--- config.mk ---
export PLATFORM = sky130hd
export DESIGN_NAME = axil_rr_master_arbiter
export DESIGN_NICKNAME = d
export VERILOG_FILES = /design/src/rtl/axil_rr_master_arbiter.sv
export SDC_FILE = /design/constraint.sdc
export NUM_CORES = 1
export LEC_CHECK = 0
export CAP_MARGIN = 25
export CORE_MARGIN = 1
export CORE_UTILIZATION = 40
export CTS_CLUSTER_DIAMETER = 40
export DETAILED_ROUTE_END_ITERATION = 16
export GPL_TIMING_DRIVEN = 0
export PLACE_DENSITY = 0.81
export SYNTH_ARGS = -nofsm -noshare
export SYNTH_HDL_FRONTEND = slang
export SYNTH_SLANG_ARGS = --single-unit
--- constraint.sdc ---
create_clock -name S_AXI_ACLK -period 3 [get_ports S_AXI_ACLK]
set_clock_uncertainty 0.1 [all_clocks]
set_input_delay 0.45 -clock S_AXI_ACLK [delete_from_list [all_inputs] [get_ports S_AXI_ACLK]]
set_output_delay 0.45 -clock S_AXI_ACLK [all_outputs]
set_load 0.03 [all_outputs]
--- src/rtl/axil_rr_master_arbiter.sv ---
`timescale 1ns/1ps
`default_nettype none
// ============================================================================
// Module   : axil_rr_master_arbiter
// Brief    : Two-requester round-robin front end for a single AXI-Lite master
//            port, one transaction outstanding, with per-phase timeout abort.
// Revision : 1.0 - initial release
// ============================================================================
module axil_rr_master_arbiter #(
    parameter int ADDR_W         = 7,
    parameter int DATA_W         = 32,
    parameter int TIMEOUT_CYCLES = 15
) (
    input  logic                    S_AXI_ACLK,
    input  logic                    S_AXI_ARESETN,

    input  logic [1:0]              req_valid,
    output logic [1:0]              req_ready,
    input  logic [1:0]              req_write,
    input  logic [2*ADDR_W-1:0]     req_addr,
    input  logic [2*DATA_W-1:0]     req_wdata,
    input  logic [2*DATA_W/8-1:0]   req_wstrb,
    output logic [1:0]              rsp_valid,
    output logic [DATA_W-1:0]       rsp_rdata,
    output logic [1:0]              rsp_resp,

    output logic                    M_AXI_AWVALID,
    input  logic                    M_AXI_AWREADY,
    output logic [ADDR_W-1:0]       M_AXI_AWADDR,
    output logic [2:0]              M_AXI_AWPROT,
    output logic                    M_AXI_WVALID,
    input  logic                    M_AXI_WREADY,
    output logic [DATA_W-1:0]       M_AXI_WDATA,
    output logic [DATA_W/8-1:0]     M_AXI_WSTRB,
    input  logic                    M_AXI_BVALID,
    output logic                    M_AXI_BREADY,
    input  logic [1:0]              M_AXI_BRESP,
    output logic                    M_AXI_ARVALID,
    input  logic                    M_AXI_ARREADY,
    output logic [ADDR_W-1:0]       M_AXI_ARADDR,
    output logic [2:0]              M_AXI_ARPROT,
    input  logic                    M_AXI_RVALID,
    output logic                    M_AXI_RREADY,
    input  logic [DATA_W-1:0]       M_AXI_RDATA,
    input  logic [1:0]              M_AXI_RRESP
);

    localparam int STRB_W = DATA_W / 8;
    localparam int CNT_W  = (TIMEOUT_CYCLES > 0) ? $clog2(TIMEOUT_CYCLES + 1) : 1;
    localparam logic [CNT_W-1:0] TO_VAL    = CNT_W'(TIMEOUT_CYCLES);
    localparam logic [1:0]       RESP_ABRT = 2'b10;

    typedef enum logic [2:0] {
        S_IDLE    = 3'd0,
        S_WR_ADDR = 3'd1,
        S_WR_RESP = 3'd2,
        S_RD_ADDR = 3'd3,
        S_RD_DATA = 3'd4,
        S_RESP    = 3'd5
    } state_t;

    state_t              state_q, state_d;
    logic                last_q, last_d;
    logic                owner_q, owner_d;
    logic [ADDR_W-1:0]   addr_q, addr_d;
    logic [DATA_W-1:0]   wdata_q, wdata_d;
    logic [STRB_W-1:0]   wstrb_q, wstrb_d;
    logic                aw_done_q, aw_done_d;
    logic                w_done_q, w_done_d;
    logic [CNT_W-1:0]    cnt_q, cnt_d;
    logic [DATA_W-1:0]   rdata_q, rdata_d;
    logic [1:0]          resp_q, resp_d;

    logic [1:0]          w_grant;
    logic                w_sel;
    logic                w_aw_hs;
    logic                w_w_hs;
    logic                w_timeout;
    logic                w_waiting;

    assign M_AXI_AWADDR = addr_q;
    assign M_AXI_ARADDR = addr_q;
    assign M_AXI_WDATA  = wdata_q;
    assign M_AXI_WSTRB  = wstrb_q;
    assign M_AXI_AWPROT = 3'b000;
    assign M_AXI_ARPROT = 3'b000;
    assign rsp_rdata    = rdata_q;
    assign rsp_resp     = resp_q;

    assign w_timeout = (TIMEOUT_CYCLES != 0) && (cnt_q == TO_VAL);
    assign w_waiting = (state_q == S_WR_ADDR) || (state_q == S_WR_RESP) ||
                       (state_q == S_RD_ADDR) || (state_q == S_RD_DATA);

    always_ff @(posedge S_AXI_ACLK or negedge S_AXI_ARESETN) begin
        if (!S_AXI_ARESETN) begin
            state_q   <= S_IDLE;
            last_q    <= 1'b1;
            owner_q   <= 1'b0;
            addr_q    <= '0;
            wdata_q   <= '0;
            wstrb_q   <= '0;
            aw_done_q <= 1'b0;
            w_done_q  <= 1'b0;
            cnt_q     <= '0;
            rdata_q   <= '0;
            resp_q    <= '0;
        end else begin
            state_q   <= state_d;
            last_q    <= last_d;
            owner_q   <= owner_d;
            addr_q    <= addr_d;
            wdata_q   <= wdata_d;
            wstrb_q   <= wstrb_d;
            aw_done_q <= aw_done_d;
            w_done_q  <= w_done_d;
            cnt_q     <= cnt_d;
            rdata_q   <= rdata_d;
            resp_q    <= resp_d;
        end
    end

    always_comb begin
        state_d       = state_q;
        last_d        = last_q;
        owner_d       = owner_q;
        addr_d        = addr_q;
        wdata_d       = wdata_q;
        wstrb_d       = wstrb_q;
        aw_done_d     = aw_done_q;
        w_done_d      = w_done_q;
        rdata_d       = rdata_q;
        resp_d        = resp_q;
        req_ready     = 2'b00;
        rsp_valid     = 2'b00;
        M_AXI_AWVALID = 1'b0;
        M_AXI_WVALID  = 1'b0;
        M_AXI_BREADY  = 1'b0;
        M_AXI_ARVALID = 1'b0;
        M_AXI_RREADY  = 1'b0;
        w_grant       = 2'b00;
        w_sel         = 1'b0;
        w_aw_hs       = 1'b0;
        w_w_hs        = 1'b0;

        case (state_q)
            S_IDLE: begin
                // On contention the requester that did not win last time goes first.
                if (req_valid == 2'b11) begin
                    w_grant = last_q ? 2'b01 : 2'b10;
                end else begin
                    w_grant = req_valid;
                end
                req_ready = w_grant;
                w_sel     = w_grant[1];
                if (|w_grant) begin
                    owner_d   = w_sel;
                    last_d    = w_sel;
                    addr_d    = w_sel ? req_addr[2*ADDR_W-1:ADDR_W]  : req_addr[ADDR_W-1:0];
                    wdata_d   = w_sel ? req_wdata[2*DATA_W-1:DATA_W] : req_wdata[DATA_W-1:0];
                    wstrb_d   = w_sel ? req_wstrb[2*STRB_W-1:STRB_W] : req_wstrb[STRB_W-1:0];
                    aw_done_d = 1'b0;
                    w_done_d  = 1'b0;
                    state_d   = req_write[w_sel] ? S_WR_ADDR : S_RD_ADDR;
                end
            end

            S_WR_ADDR: begin
                if (w_timeout) begin
                    rdata_d = '0;
                    resp_d  = RESP_ABRT;
                    state_d = S_RESP;
                end else begin
                    M_AXI_AWVALID = !aw_done_q;
                    M_AXI_WVALID  = !w_done_q;
                    w_aw_hs       = M_AXI_AWVALID && M_AXI_AWREADY;
                    w_w_hs        = M_AXI_WVALID && M_AXI_WREADY;
                    aw_done_d     = aw_done_q || w_aw_hs;
                    w_done_d      = w_done_q || w_w_hs;
                    if (aw_done_d && w_done_d) begin
                        state_d = S_WR_RESP;
                    end
                end
            end

            S_WR_RESP: begin
                if (w_timeout) begin
                    rdata_d = '0;
                    resp_d  = RESP_ABRT;
                    state_d = S_RESP;
                end else begin
                    M_AXI_BREADY = 1'b1;
                    if (M_AXI_BVALID) begin
                        rdata_d = '0;
                        resp_d  = M_AXI_BRESP;
                        state_d = S_RESP;
                    end
                end
            end

            S_RD_ADDR: begin
                if (w_timeout) begin
                    rdata_d = '0;
                    resp_d  = RESP_ABRT;
                    state_d = S_RESP;
                end else begin
                    M_AXI_ARVALID = 1'b1;
                    if (M_AXI_ARREADY) begin
                        state_d = S_RD_DATA;
                    end
                end
            end

            S_RD_DATA: begin
                if (w_timeout) begin
                    rdata_d = '0;
                    resp_d  = RESP_ABRT;
                    state_d = S_RESP;
                end else begin
                    M_AXI_RREADY = 1'b1;
                    if (M_AXI_RVALID) begin
                        rdata_d = M_AXI_RDATA;
                        resp_d  = M_AXI_RRESP;
                        state_d = S_RESP;
                    end
                end
            end

            S_RESP: begin
                rsp_valid = owner_q ? 2'b10 : 2'b01;
                state_d   = S_IDLE;
            end

            default: begin
                state_d = S_IDLE;
            end
        endcase

        // Counter restarts on every state change so each phase gets its own budget.
        if ((state_d != state_q) || !w_waiting) begin
            cnt_d = '0;
        end else begin
            cnt_d = cnt_q + 1'b1;
        end
    end

endmodule
`default_nettype wire

==> qor.txt, run 1 <==
====================================================================================
Outcome                                                                 complete, no violations
Cells after synthesis                                                            432
Min Tclk post-route                                                          2.88 ns
WS Path Type                                                              reg -> out
Count of endpoints failing setup in the final report                               0
Actual transition at the worst max-transition pin                           0.595 ns
Filler cell count in the final layout                                            841
Headroom to the max-slew limit                                                 0.603
Height of the die                                                             106 um
Starting DRT DRC Count                                                           166
Share of flip-flops with an asynchronous set or reset after synthesis           1.00
Number of sinks on the clock net                                                  88
Final core area utilization                                                    0.675
HPWL after detailed placement                                                9890 um
Smallest setup slack after layout                                           0.120 ns
Clock tree from TritonCTS                                                       done
Critical path endpoint                                                  M_AXI_BREADY
Reg2Reg Launch Point                                                        cnt_q[0]
Die Footprint                                                             11,300 um2
Clock tree root driver cell                                             sky130_fd_sc_hd__clkbuf_8
Element type at the critical path end                                    output port
Register clock-pin slew on the reported worst setup and hold paths           0.08 ns
Number of instances in the placed design                                         799
Largest driver fanout on the critical path                                         8
Number of cell rows                                                               37
Initial antenna violation count                                                    0
Worst slack, placed                                                         0.124 ns
Layout cell share with drive strength beyond 1                                0.0870
Critical path data required time                                             2.45 ns
Sequential standard cell area                                               2200 um2
CTS HTree Levels                                                                   3
Arrival time at the worst endpoint                                           2.33 ns
Number of synthesized flops with an enable pin                                     0
Via count of the first global-routing pass                                     3,995
Slack of the worst reg-to-reg path                                           0.77 ns
Post-detailed-route DRC marker count                                               0
Static Leak                                                               0.00317 uW
Clk Latency, worst-skew pair                                                 0.36 ns
Number of cells in the finished layout apart from fillers                        814
All-Layer GR Usage                                                             0.231
Number of CTS-inserted buffers                                                     9
Antenna diodes                                                                     0
Avg Inst Size Synth                                                         10.1 um2
Num ports                                                                        232
Hold WC Path Type                                                         reg -> reg
Capture point of the worst reg-to-reg path                              rsp_rdata[12]
Total iterations of the first detailed-routing run                                 4
Floorplan Core Area                                                       10,400 um2
Post-route clock period utilization                                            0.960
Sequential element share of the synthesized area                               0.506
Max-cap violations                                                                 0
Die outline width                                                             106 um
Global placer's final weighted congestion                                      0.825
Number of setup buffers added after CTS                                            0
Setup TNS Final                                                                 0 ns
Final routed wirelength across all metal layers                            12,600 um
Antenna Nets Post-Route                                                            0
Worst VDD drop                                                              0.487 mV
Area growth from synthesis to layout                                           61.4%
Vias per cell                                                                   4.83
Post-layout net count                                                            809
Count of final hold-check violations                                               0
Via count of the routed design                                                 3,929
Kind of start point of the critical path                                    register
Overall power consumption                                                    6740 uW
Setup repair after global routing missed its margin                               no
Worst setup startpoint                                                      cnt_q[0]
Largest buffer count on any clock path                                             2
Top_reg_cell synth                                                      sky130_fd_sc_hd__dfrtp_1
Wire length of the first global-routing pass                               20,200 um
Total number of yosys warnings                                                     0
Number of register bits inferred by synthesis                                     88
Largest net degree at the start of global routing                                 62
Effective utilization at floorplan                                             0.418
Count of buffers from port buffering                                             225
Count of different cell masters after synthesis                                   44
Multi-input combinational cell area                                         1780 um2
Congestion Overflow GR                                                             0
Pins Over Slew Limit                                                               0
Cell depth of the worst flop-to-flop path                                          7
P per Cell Area                                                           959 nW/um2
Fmax                                                                         347 MHz
Routed length per placed instance                                            15.5 um
Summed instance area of the synthesized netlist                             4350 um2
====================================================================================
synth_stat cells (2+ instances only):
cell,n,area [um2]
sky130_fd_sc_hd__nand3_1,4,20.0
sky130_fd_sc_hd__nand2b_1,5,31.3
sky130_fd_sc_hd__nand2_1,39,146
sky130_fd_sc_hd__a21oi_1,48,240
sky130_fd_sc_hd__buf_2,18,90.1
sky130_fd_sc_hd__o21ai_0,5,25.0
sky130_fd_sc_hd__a311o_1,2,20.0
sky130_fd_sc_hd__nor2_1,50,188
sky130_fd_sc_hd__mux2_4,2,30.0
sky130_fd_sc_hd__and3_1,3,18.8
sky130_fd_sc_hd__mux2i_1,76,761
sky130_fd_sc_hd__clkbuf_1,5,18.8
sky130_fd_sc_hd__inv_1,34,128
sky130_fd_sc_hd__nor3b_1,2,15.0
sky130_fd_sc_hd__a22o_1,2,17.5
sky130_fd_sc_hd__nor3_1,6,30.0
sky130_fd_sc_hd__a21o_1,2,15.0
sky130_fd_sc_hd__buf_8,3,45.0
sky130_fd_sc_hd__nand3b_1,2,15.0
sky130_fd_sc_hd__dfrtp_1,87,2180
sky130_fd_sc_hd__a21boi_0,2,15.0
sky130_fd_sc_hd__buf_4,13,97.6
critical path: stages, from the launching register on:
cell and delay [ns]:
sky130_fd_sc_hd__dfrtp_1 0.41, sky130_fd_sc_hd__ha_1 0.24, sky130_fd_sc_hd__and3_1 0.16, sky130_fd_sc_hd__buf_6 0.13, sky130_fd_sc_hd__nor4b_1 0.29, sky130_fd_sc_hd__clkdlybuf4s50_1 0.74
layout by cell type, fill, tap and decap left out, types with 2 or more instances in the layout:
master | netlist | final
sky130_fd_sc_hd__buf_2 | 18 | 18
sky130_fd_sc_hd__nand2b_1 | 5 | 5
sky130_fd_sc_hd__a21boi_0 | 2 | 2
sky130_fd_sc_hd__inv_1 | 34 | 34
sky130_fd_sc_hd__clkbuf_8 | 0 | 10
sky130_fd_sc_hd__a21oi_1 | 48 | 48
sky130_fd_sc_hd__and3_1 | 3 | 3
sky130_fd_sc_hd__nor3b_1 | 2 | 2
sky130_fd_sc_hd__buf_4 | 13 | 14
sky130_fd_sc_hd__nand3b_1 | 2 | 2
sky130_fd_sc_hd__mux2_4 | 2 | 2
sky130_fd_sc_hd__a21o_1 | 2 | 2
sky130_fd_sc_hd__o21ai_0 | 5 | 5
sky130_fd_sc_hd__buf_8 | 3 | 3
sky130_fd_sc_hd__a22o_1 | 2 | 2
sky130_fd_sc_hd__mux2i_1 | 76 | 76
sky130_fd_sc_hd__conb_1 | 1 | 6
sky130_fd_sc_hd__a311o_1 | 2 | 2
sky130_fd_sc_hd__nor3_1 | 6 | 5
sky130_fd_sc_hd__nand2_1 | 39 | 39
sky130_fd_sc_hd__nand3_1 | 4 | 4
sky130_fd_sc_hd__dfrtp_1 | 87 | 87
sky130_fd_sc_hd__clkdlybuf4s50_1 | 0 | 219
sky130_fd_sc_hd__clkbuf_1 | 5 | 5
sky130_fd_sc_hd__nor2_1 | 50 | 50
sky130_fd_sc_hd__dlymetal6s2s_1 | 0 | 3
kinds of logic (layout without fill, tap and decap cells):
group,after synthesis,after routing,synth area share
buffers and inverters,74,315,0.0897
AND/OR/NAND/NOR,118,118,0.119
flip-flops,88,88,0.506
AO/OA/AOI/OAI,70,70,0.0954
adder cells (fa/ha/maj),1,1,0.00287
XOR/XNOR,2,2,0.00402
multiplexers,78,78,0.182
other,1,6,0.000861
metal layers:
metal  vias up  global-route usage  routed length, um
met5         -                   0                  0
met4         0              0.0794                174
met3        12              0.0558                966
met2       172               0.401               6370
met1      1842               0.278               5140
li1       1903                   -                  -
per-stage QoR:
step / hold WS, ns / area (um2)
floorplan: 0.0544 / 4370
global placement: 0.356 / 6790
detailed placement: 0.304 / 6820
CTS: 0.393 / 7010
global route: 0.411 / 7030
finish: 0.386 / 7030
report_power, final:
| part | internal (uW) | switching, uW | total (uW) |
|---|---|---|---|
| Clock | 399 | 405 | 804 |
| Sequential | 1670 | 290 | 1960 |
| Combinational | 1720 | 2260 | 3970 |
worst min-delay path by stage:
stage	start	to	slack, ns	cells past startpoint
6_report	cnt_q[0]	cnt_q[0]	0.39	1
3_3_place_gp	cnt_q[0]	cnt_q[0]	0.36	1
2_1_floorplan	S_AXI_ARESETN	M_AXI_ARADDR[0]	0.05	0
4_1_cts	cnt_q[0]	cnt_q[0]	0.39	1
3_5_place_dp	S_AXI_ARESETN	rsp_rdata[5]	0.30	1
5_1_grt	cnt_q[0]	cnt_q[0]	0.41	1
final cells by class:
class / instances / share of cell area
plain buffers: 40 / 0.0376
clock buffers: 11 / 0.0201
clock inverters: 3 / 0.00623
inverters: 34 / 0.0182
multi-input cells: 275 / 0.254
flip-flops and latches: 88 / 0.314
well taps: 136 / 0.0242
repair buffers: 227 / 0.326
what timing repair did:
| item | 4_1_cts | 5_1_grt |
|---|---|---|
| endpoints found under the setup margin | 2 | 6 |
| resized for setup | 2 | 7 |
| hold buffers | 1 | 0 |
| endpoints found under the hold margin | 26 | 0 |
flip-flops by register name, indices dropped and copies added, names as in the netlist:
signal and count:
M_AXI_ARADDR 7, aw_done_q 1, M_AXI_WDATA 32, cnt_q 4, rsp_resp 2, state_q 3, last_q 1, owner_q 1
rsp_rdata 32, M_AXI_WSTRB 4, w_done_q 1
Note: power is estimated with default switching activity, not from simulation.
==> inputs of run 2 (changes only) <==
--- a/config.mk
+++ b/config.mk
@@ -12,6 +12,7 @@
 export DETAILED_ROUTE_END_ITERATION = 16
 export GPL_TIMING_DRIVEN = 0
 export PLACE_DENSITY = 0.81
+export RECOVER_POWER = 25
 export SYNTH_ARGS = -nofsm -noshare
 export SYNTH_HDL_FRONTEND = slang
 export SYNTH_SLANG_ARGS = --single-unit
==> run 2 against run 1 <==
The flow now finishes with violations (max-capacitance violations, max-slew violations). Non-clock buffer count did not move. First-iteration DRC count did not move. Cell count stayed put. Count of clock-buffer cells in the layout is the same. Combinational power is essentially flat. Sequential power about the same. Critical path depth did not move.
==> qor.txt, run 2 (synthesized netlist as in run 1, its figures left out) <==
=================================================================================
Outcome                                                              finished with violations
Violations in the final reports                                      max-capacitance violations, max-slew violations
Slack of the worst reg-to-reg path                                        0.77 ns   about the same
Count of buffers from port buffering                                          225   unchanged
Count of final hold-check violations                                            0   unchanged
Antenna Nets Post-Route                                                         0   unchanged
Critical path endpoint                                               M_AXI_BREADY
Final routed wirelength across all metal layers                         12,600 um   about the same
Post-detailed-route DRC marker count                                            0   unchanged
Setup repair after global routing missed its margin                            no
Kind of start point of the critical path                                 register
Capture point of the worst reg-to-reg path                           rsp_rdata[12]
Commonest non-fill, non-tap cell in the layout                       sky130_fd_sc_hd__clkdlybuf4s50_1
Largest net degree at the start of global routing                              62   unchanged
Die Footprint                                                          11,300 um2   unchanged
Count of endpoints failing setup in the final report                            0   unchanged
Pins Over Slew Limit                                                           28   +28
Initial antenna violation count                                                 0   unchanged
Number of sinks on the clock net                                               88   unchanged
Largest buffer count on any clock path                                          2   unchanged
P per Cell Area                                                        959 nW/um2   about the same
Actual transition at the worst max-transition pin                         1.70 ns   +1.10 ns
Register clock-pin slew on the reported worst setup and hold paths        0.08 ns   about the same
Routed length per placed instance                                         15.5 um   about the same
Global placer's final weighted congestion                                   0.825   unchanged
Fmax                                                                      347 MHz   unchanged
WS Path Type                                                           reg -> out
Clock tree root driver cell                                          sky130_fd_sc_hd__clkbuf_8
HP Start                                                                 cnt_q[0]
Clock tree from TritonCTS                                                    done
Num ports                                                                     232   unchanged
Static Leak                                                            0.00317 uW   -0.11%
Clk Latency, worst-skew pair                                              0.36 ns   about the same
Die outline width                                                          106 um   unchanged
Worst VDD drop                                                           0.487 mV   unchanged
Height of the die                                                          106 um   unchanged
Starting DRT DRC Count                                                        166   unchanged
Overall power consumption                                                 6740 uW   about the same
Critical path data required time                                          2.45 ns   about the same
Worst setup startpoint                                                   cnt_q[0]
Filler cell count in the final layout                                         843   +0.24%
Floorplan Core Area                                                    10,400 um2   unchanged
Element type at the critical path end                                 output port
Effective utilization at floorplan                                          0.418   unchanged
Arrival time at the worst endpoint                                        2.33 ns   about the same
HPWL after detailed placement                                             9890 um   unchanged
Reg2Reg Launch Point                                                     cnt_q[0]
Post-route clock period utilization                                         0.960   about the same
Via count of the routed design                                              3,925   -0.10%
Headroom to the max-slew limit                                             -0.131   -0.734
CTS HTree Levels                                                                3   unchanged
Wire length of the first global-routing pass                            20,200 um   unchanged
Via count of the first global-routing pass                                  3,995   unchanged
Number of cell rows                                                            37   unchanged
Cell depth of the worst flop-to-flop path                                       7   unchanged
Commonest cells after routing, fill and taps aside                   219 x sky130_fd_sc_hd__clkdlybuf4s50_1, 87 x sky130_fd_sc_hd__dfrtp_1, 76 x sky130_fd_sc_hd__mux2i_1
Total iterations of the first detailed-routing run                              4   unchanged
Hold WC Path Type                                                      reg -> reg
Congestion Overflow GR                                                          0   unchanged
Layout cell share with drive strength beyond 1                             0.0855   -0.00147
Max-cap violations                                                              1   +1
Largest driver fanout on the critical path                                      8   unchanged
Min Tclk post-route                                                       2.88 ns   +0.00000400 ns
Final core area utilization                                                 0.674   about the same
All-Layer GR Usage                                                          0.231   unchanged
Area growth from synthesis to layout                                        61.3%   about the same
Vias per cell                                                                4.82   -0.10%
Antenna diodes                                                                  0   unchanged
Post-layout net count                                                         809   unchanged
Number of CTS-inserted buffers                                                  9   unchanged
=================================================================================
==> run 2: cell count changes in the layout (fill, tap and decap cells not counted) <==
cell / before / now
sky130_fd_sc_hd__buf_4: 14 / 13
sky130_fd_sc_hd__clkbuf_1: 5 / 6
==> run 2: worst max-delay path, cell delays in order (launching register included) <==
cell	delay [ns]
sky130_fd_sc_hd__dfrtp_1	0.41
sky130_fd_sc_hd__ha_1	0.24
sky130_fd_sc_hd__and3_1	0.16
sky130_fd_sc_hd__buf_6	0.13
sky130_fd_sc_hd__nor4b_1	0.29
sky130_fd_sc_hd__clkdlybuf4s50_1	0.74
==> run 2: metal layers <==
metal  global-route usage  wire length, um  share of wire
met4               0.0794              174          0.014
met5                    0                0              0
met3               0.0558              965          0.076
met1                0.278             5140           0.41
met2                0.401             6370           0.50
==> run 2: worst min path at each step <==
stage,end,slack [ns],depth (start not counted)
floorplan,M_AXI_ARADDR[0],0.05,0
global placement,cnt_q[0],0.36,1
detailed placement,rsp_rdata[5],0.30,1
CTS,cnt_q[0],0.39,1
global route,cnt_q[0],0.41,1
finish,cnt_q[0],0.39,1
==> run 2: layout make-up <==
| type | count | area (um2) | share of cell area |
|---|---|---|---|
| repair buffers | 227 | 2290 | 0.326 |
| clock buffers | 11 | 141 | 0.0201 |
| multi-input cells | 275 | 1780 | 0.254 |
| inverters | 34 | 128 | 0.0182 |
| clock inverters | 3 | 43.8 | 0.00624 |
| flip-flops and latches | 88 | 2200 | 0.314 |
| plain buffers | 40 | 264 | 0.0376 |
| well taps | 136 | 170 | 0.0242 |
==> run 2: power breakdown <==
group          internal [uW]  leakage [uW]  switching [uW]
sequential              1670       0.00108             290
combinational           1720       0.00200            2260
clock                    399     0.0000952             405
==> run 2: what timing repair did <==
| action | CTS | global route |
|---|---|---|
| hold endpoints to repair | 26 | 0 |
| buffers inserted | 0 | 0 |
| gates resized for setup | 2 | 7 |
| setup endpoints to repair | 2 | 6 |
| hold buffers | 1 | 0 |
==> run 2: per-stage QoR <==
stage / instances / worst slack [ns] / instance area [um2] / setup TNS (ns) / hold WS, ns
after CTS: 814 / 0.0237 / 7010 / 0 / 0.393
after global routing: 814 / 0.00424 / 7020 / 0 / 0.411
after floorplan: 437 / 0.543 / 4370 / 0 / 0.0544
after detailed placement: 799 / 0.124 / 6820 / 0 / 0.304
final: 814 / 0.120 / 7020 / 0 / 0.386
after global placement: 798 / -1.83 / 6790 / -159.70 / 0.356
==> inputs of run 3 (changes only) <==
--- a/config.mk
+++ b/config.mk
@@ -13,6 +13,7 @@
 export GPL_TIMING_DRIVEN = 0
 export PLACE_DENSITY = 0.81
 export RECOVER_POWER = 25
+export SLEW_MARGIN = 20
 export SYNTH_ARGS = -nofsm -noshare
 export SYNTH_HDL_FRONTEND = slang
 export SYNTH_SLANG_ARGS = --single-unit
==> run 3 against run 2 <==
The flow now finishes without violations. Via count grew 0.87%. Clock power shrank 7.7%. Global-route usage decreased by 0.32 points. Die area is the same.
==> qor.txt, run 3 (synthesized netlist as in run 1, its figures left out) <==
=================================================================================
Area growth from synthesis to layout                                        60.4%
Number of cells in the finished layout apart from fillers                     816   +0.25%
Clock tree root driver cell                                          sky130_fd_sc_hd__clkbuf_8
Cell depth of the worst flop-to-flop path                                       7   unchanged
Via count of the first global-routing pass                                  4,085   +2.3%
Static Leak                                                            0.00314 uW   -1.1%
Number of sinks on the clock net                                               88   unchanged
Register clock-pin slew on the reported worst setup and hold paths        0.08 ns   about the same
Effective utilization at floorplan                                          0.418   unchanged
Kind of start point of the critical path                                 register
All-Layer GR Usage                                                          0.227   -0.00323
Sequential standard cell area                                            2200 um2   unchanged
Pins Over Slew Limit                                                            0   -100%
Largest buffer count on any clock path                                          2   unchanged
Capture point of the worst reg-to-reg path                           rsp_rdata[12]
Die outline width                                                          106 um   unchanged
WS Path Type                                                           reg -> out
Commonest cells after routing, fill and taps aside                   220 x sky130_fd_sc_hd__clkdlybuf4s50_1, 87 x sky130_fd_sc_hd__dfrtp_1, 76 x sky130_fd_sc_hd__mux2i_1
Max-cap violations                                                              0   -1
Count of endpoints failing setup in the final report                            0   unchanged
P per Cell Area                                                        955 nW/um2   -0.43%
Num ports                                                                     232   unchanged
Antenna Nets Post-Route                                                         0   unchanged
Final routed wirelength across all metal layers                         12,600 um   -0.57%
Setup repair after global routing missed its margin                            no
Worst slack, placed                                                      0.137 ns   +0.0135 ns
Number of cell rows                                                            37   unchanged
Post-detailed-route DRC marker count                                            0   unchanged
Post-layout net count                                                         809   unchanged
Slack of the worst reg-to-reg path                                        0.78 ns   about the same
Post-route clock period utilization                                         0.961   +0.00137
Routed length per placed instance                                         15.4 um   -0.81%
Actual transition at the worst max-transition pin                         1.14 ns   -0.558 ns
Multi-input combinational cell area                                      1780 um2   unchanged
Initial antenna violation count                                                 0   unchanged
Starting DRT DRC Count                                                        152   -8.4%
Wire length of the first global-routing pass                            20,000 um   -1.4%
Critical path data required time                                          2.45 ns   about the same
Die Footprint                                                          11,300 um2   unchanged
Outcome                                                              complete, no violations
Clk Latency, worst-skew pair                                              0.35 ns   about the same
Sink of the worst hold path                                              cnt_q[0]
Largest net degree at the start of global routing                              52   -16%
Final core area utilization                                                 0.670   -0.00384
Element type at the critical path end                                 output port
Number of setup buffers added after CTS                                         0   unchanged
Via count of the routed design                                              3,959   +0.87%
Met3 global-route usage                                                    0.0503   -0.00552
Grt met2 use                                                                0.404   +0.00325
Floorplan Core Area                                                    10,400 um2   unchanged
HP Start                                                                 cnt_q[0]
Congestion Overflow GR                                                          0   unchanged
Worst VDD drop                                                           0.485 mV   -0.34%
Global-route track usage on met1                                            0.266   -0.0119
Global placer's final weighted congestion                                   0.825   unchanged
Number of CTS-inserted buffers                                                  9   unchanged
Smallest setup slack after layout                                        0.116 ns   -0.00412 ns
Number of instances in the placed design                                      799   unchanged
Count of final hold-check violations                                            0   unchanged
Clock tree from TritonCTS                                                    done
Setup TNS Final                                                              0 ns   unchanged
Largest driver fanout on the critical path                                      8   unchanged
CTS HTree Levels                                                                3   unchanged
Headroom to the max-slew limit                                              0.242   +0.372
Highest-utilization routing layer at the global route stage                  met2
Filler cell count in the final layout                                         843   unchanged
Vias per cell                                                                4.85   +0.62%
Commonest non-fill, non-tap cell in the layout                       sky130_fd_sc_hd__clkdlybuf4s50_1
HPWL after detailed placement                                             9840 um   -0.53%
Antenna diodes                                                                  0   unchanged
Arrival time at the worst endpoint                                        2.33 ns   about the same
Reg2Reg Launch Point                                                     cnt_q[0]
Min Tclk post-route                                                       2.88 ns   +0.00412 ns
Layout cell share with drive strength beyond 1                             0.0897   +0.00416
Hold WC Path Type                                                      reg -> reg
Total iterations of the first detailed-routing run                              7   +3
Height of the die                                                          106 um   unchanged
Count of buffers from port buffering                                          225   unchanged
Cell depth of the worst hold path                                               1   unchanged
Fmax                                                                      347 MHz   -0.14%
=================================================================================
run 3: how the worst max path moves through the flow:
stage | from | to | slack (ns)
floorplan | cnt_q[0] | M_AXI_BREADY | 0.54
global placement | S_AXI_ARESETN | M_AXI_WDATA[31] | -1.83
detailed placement | req_valid[1] | req_ready[1] | 0.14
CTS | cnt_q[0] | M_AXI_AWVALID | 0.008
global route | req_valid[1] | req_ready[1] | 0.02
finish | cnt_q[0] | M_AXI_BREADY | 0.12
run 3: layer usage:
layer,vias up,wire (um)
met5,-,0
met4,0,203
met3,17,953
met2,177,6390
met1,1860,5030
li1,1905,-
run 3: per-stage QoR:
step / hold WS, ns / area [um2] / total power (uW)
floorplan: 0.0544 / 4370 / 4350
global placement: 0.356 / 6790 / 5850
detailed placement: 0.366 / 6820 / 5970
CTS: 0.393 / 7000 / 6720
global route: 0.411 / 6980 / 7060
finish: 0.391 / 6980 / 6670
run 3: report_power, final:
group	internal [uW]	leakage (uW)	switching [uW]
Combinational	1710	0.00197	2260
Clock	326	0.0000830	416
Sequential	1670	0.00108	293
Total	3710	0.00314	2960
run 3: timing repair:
| action | 4_1_cts | 5_1_grt |
|---|---|---|
| endpoints found under the hold margin | 36 | 0 |
| hold buffers | 1 | 0 |
| endpoints found under the setup margin | 2 | 5 |
| resized for setup | 2 | 7 |
run 3: critical path: stages (launching register included):
cell and delay, ns:
sky130_fd_sc_hd__dfrtp_1 0.41, sky130_fd_sc_hd__ha_1 0.24, sky130_fd_sc_hd__and3_1 0.16, sky130_fd_sc_hd__buf_6 0.13, sky130_fd_sc_hd__nor4b_1 0.30, sky130_fd_sc_hd__clkdlybuf4s50_1 0.74
run 3: cell type report:
class | count | area share
tap | 136 | 0.0244
sequential | 88 | 0.316
timing repair buffer | 227 | 0.324
clock buffer | 12 | 0.0208
clock inverter | 4 | 0.00412
inverter | 34 | 0.0183
buffer | 40 | 0.0378
multi-input combinational | 275 | 0.255
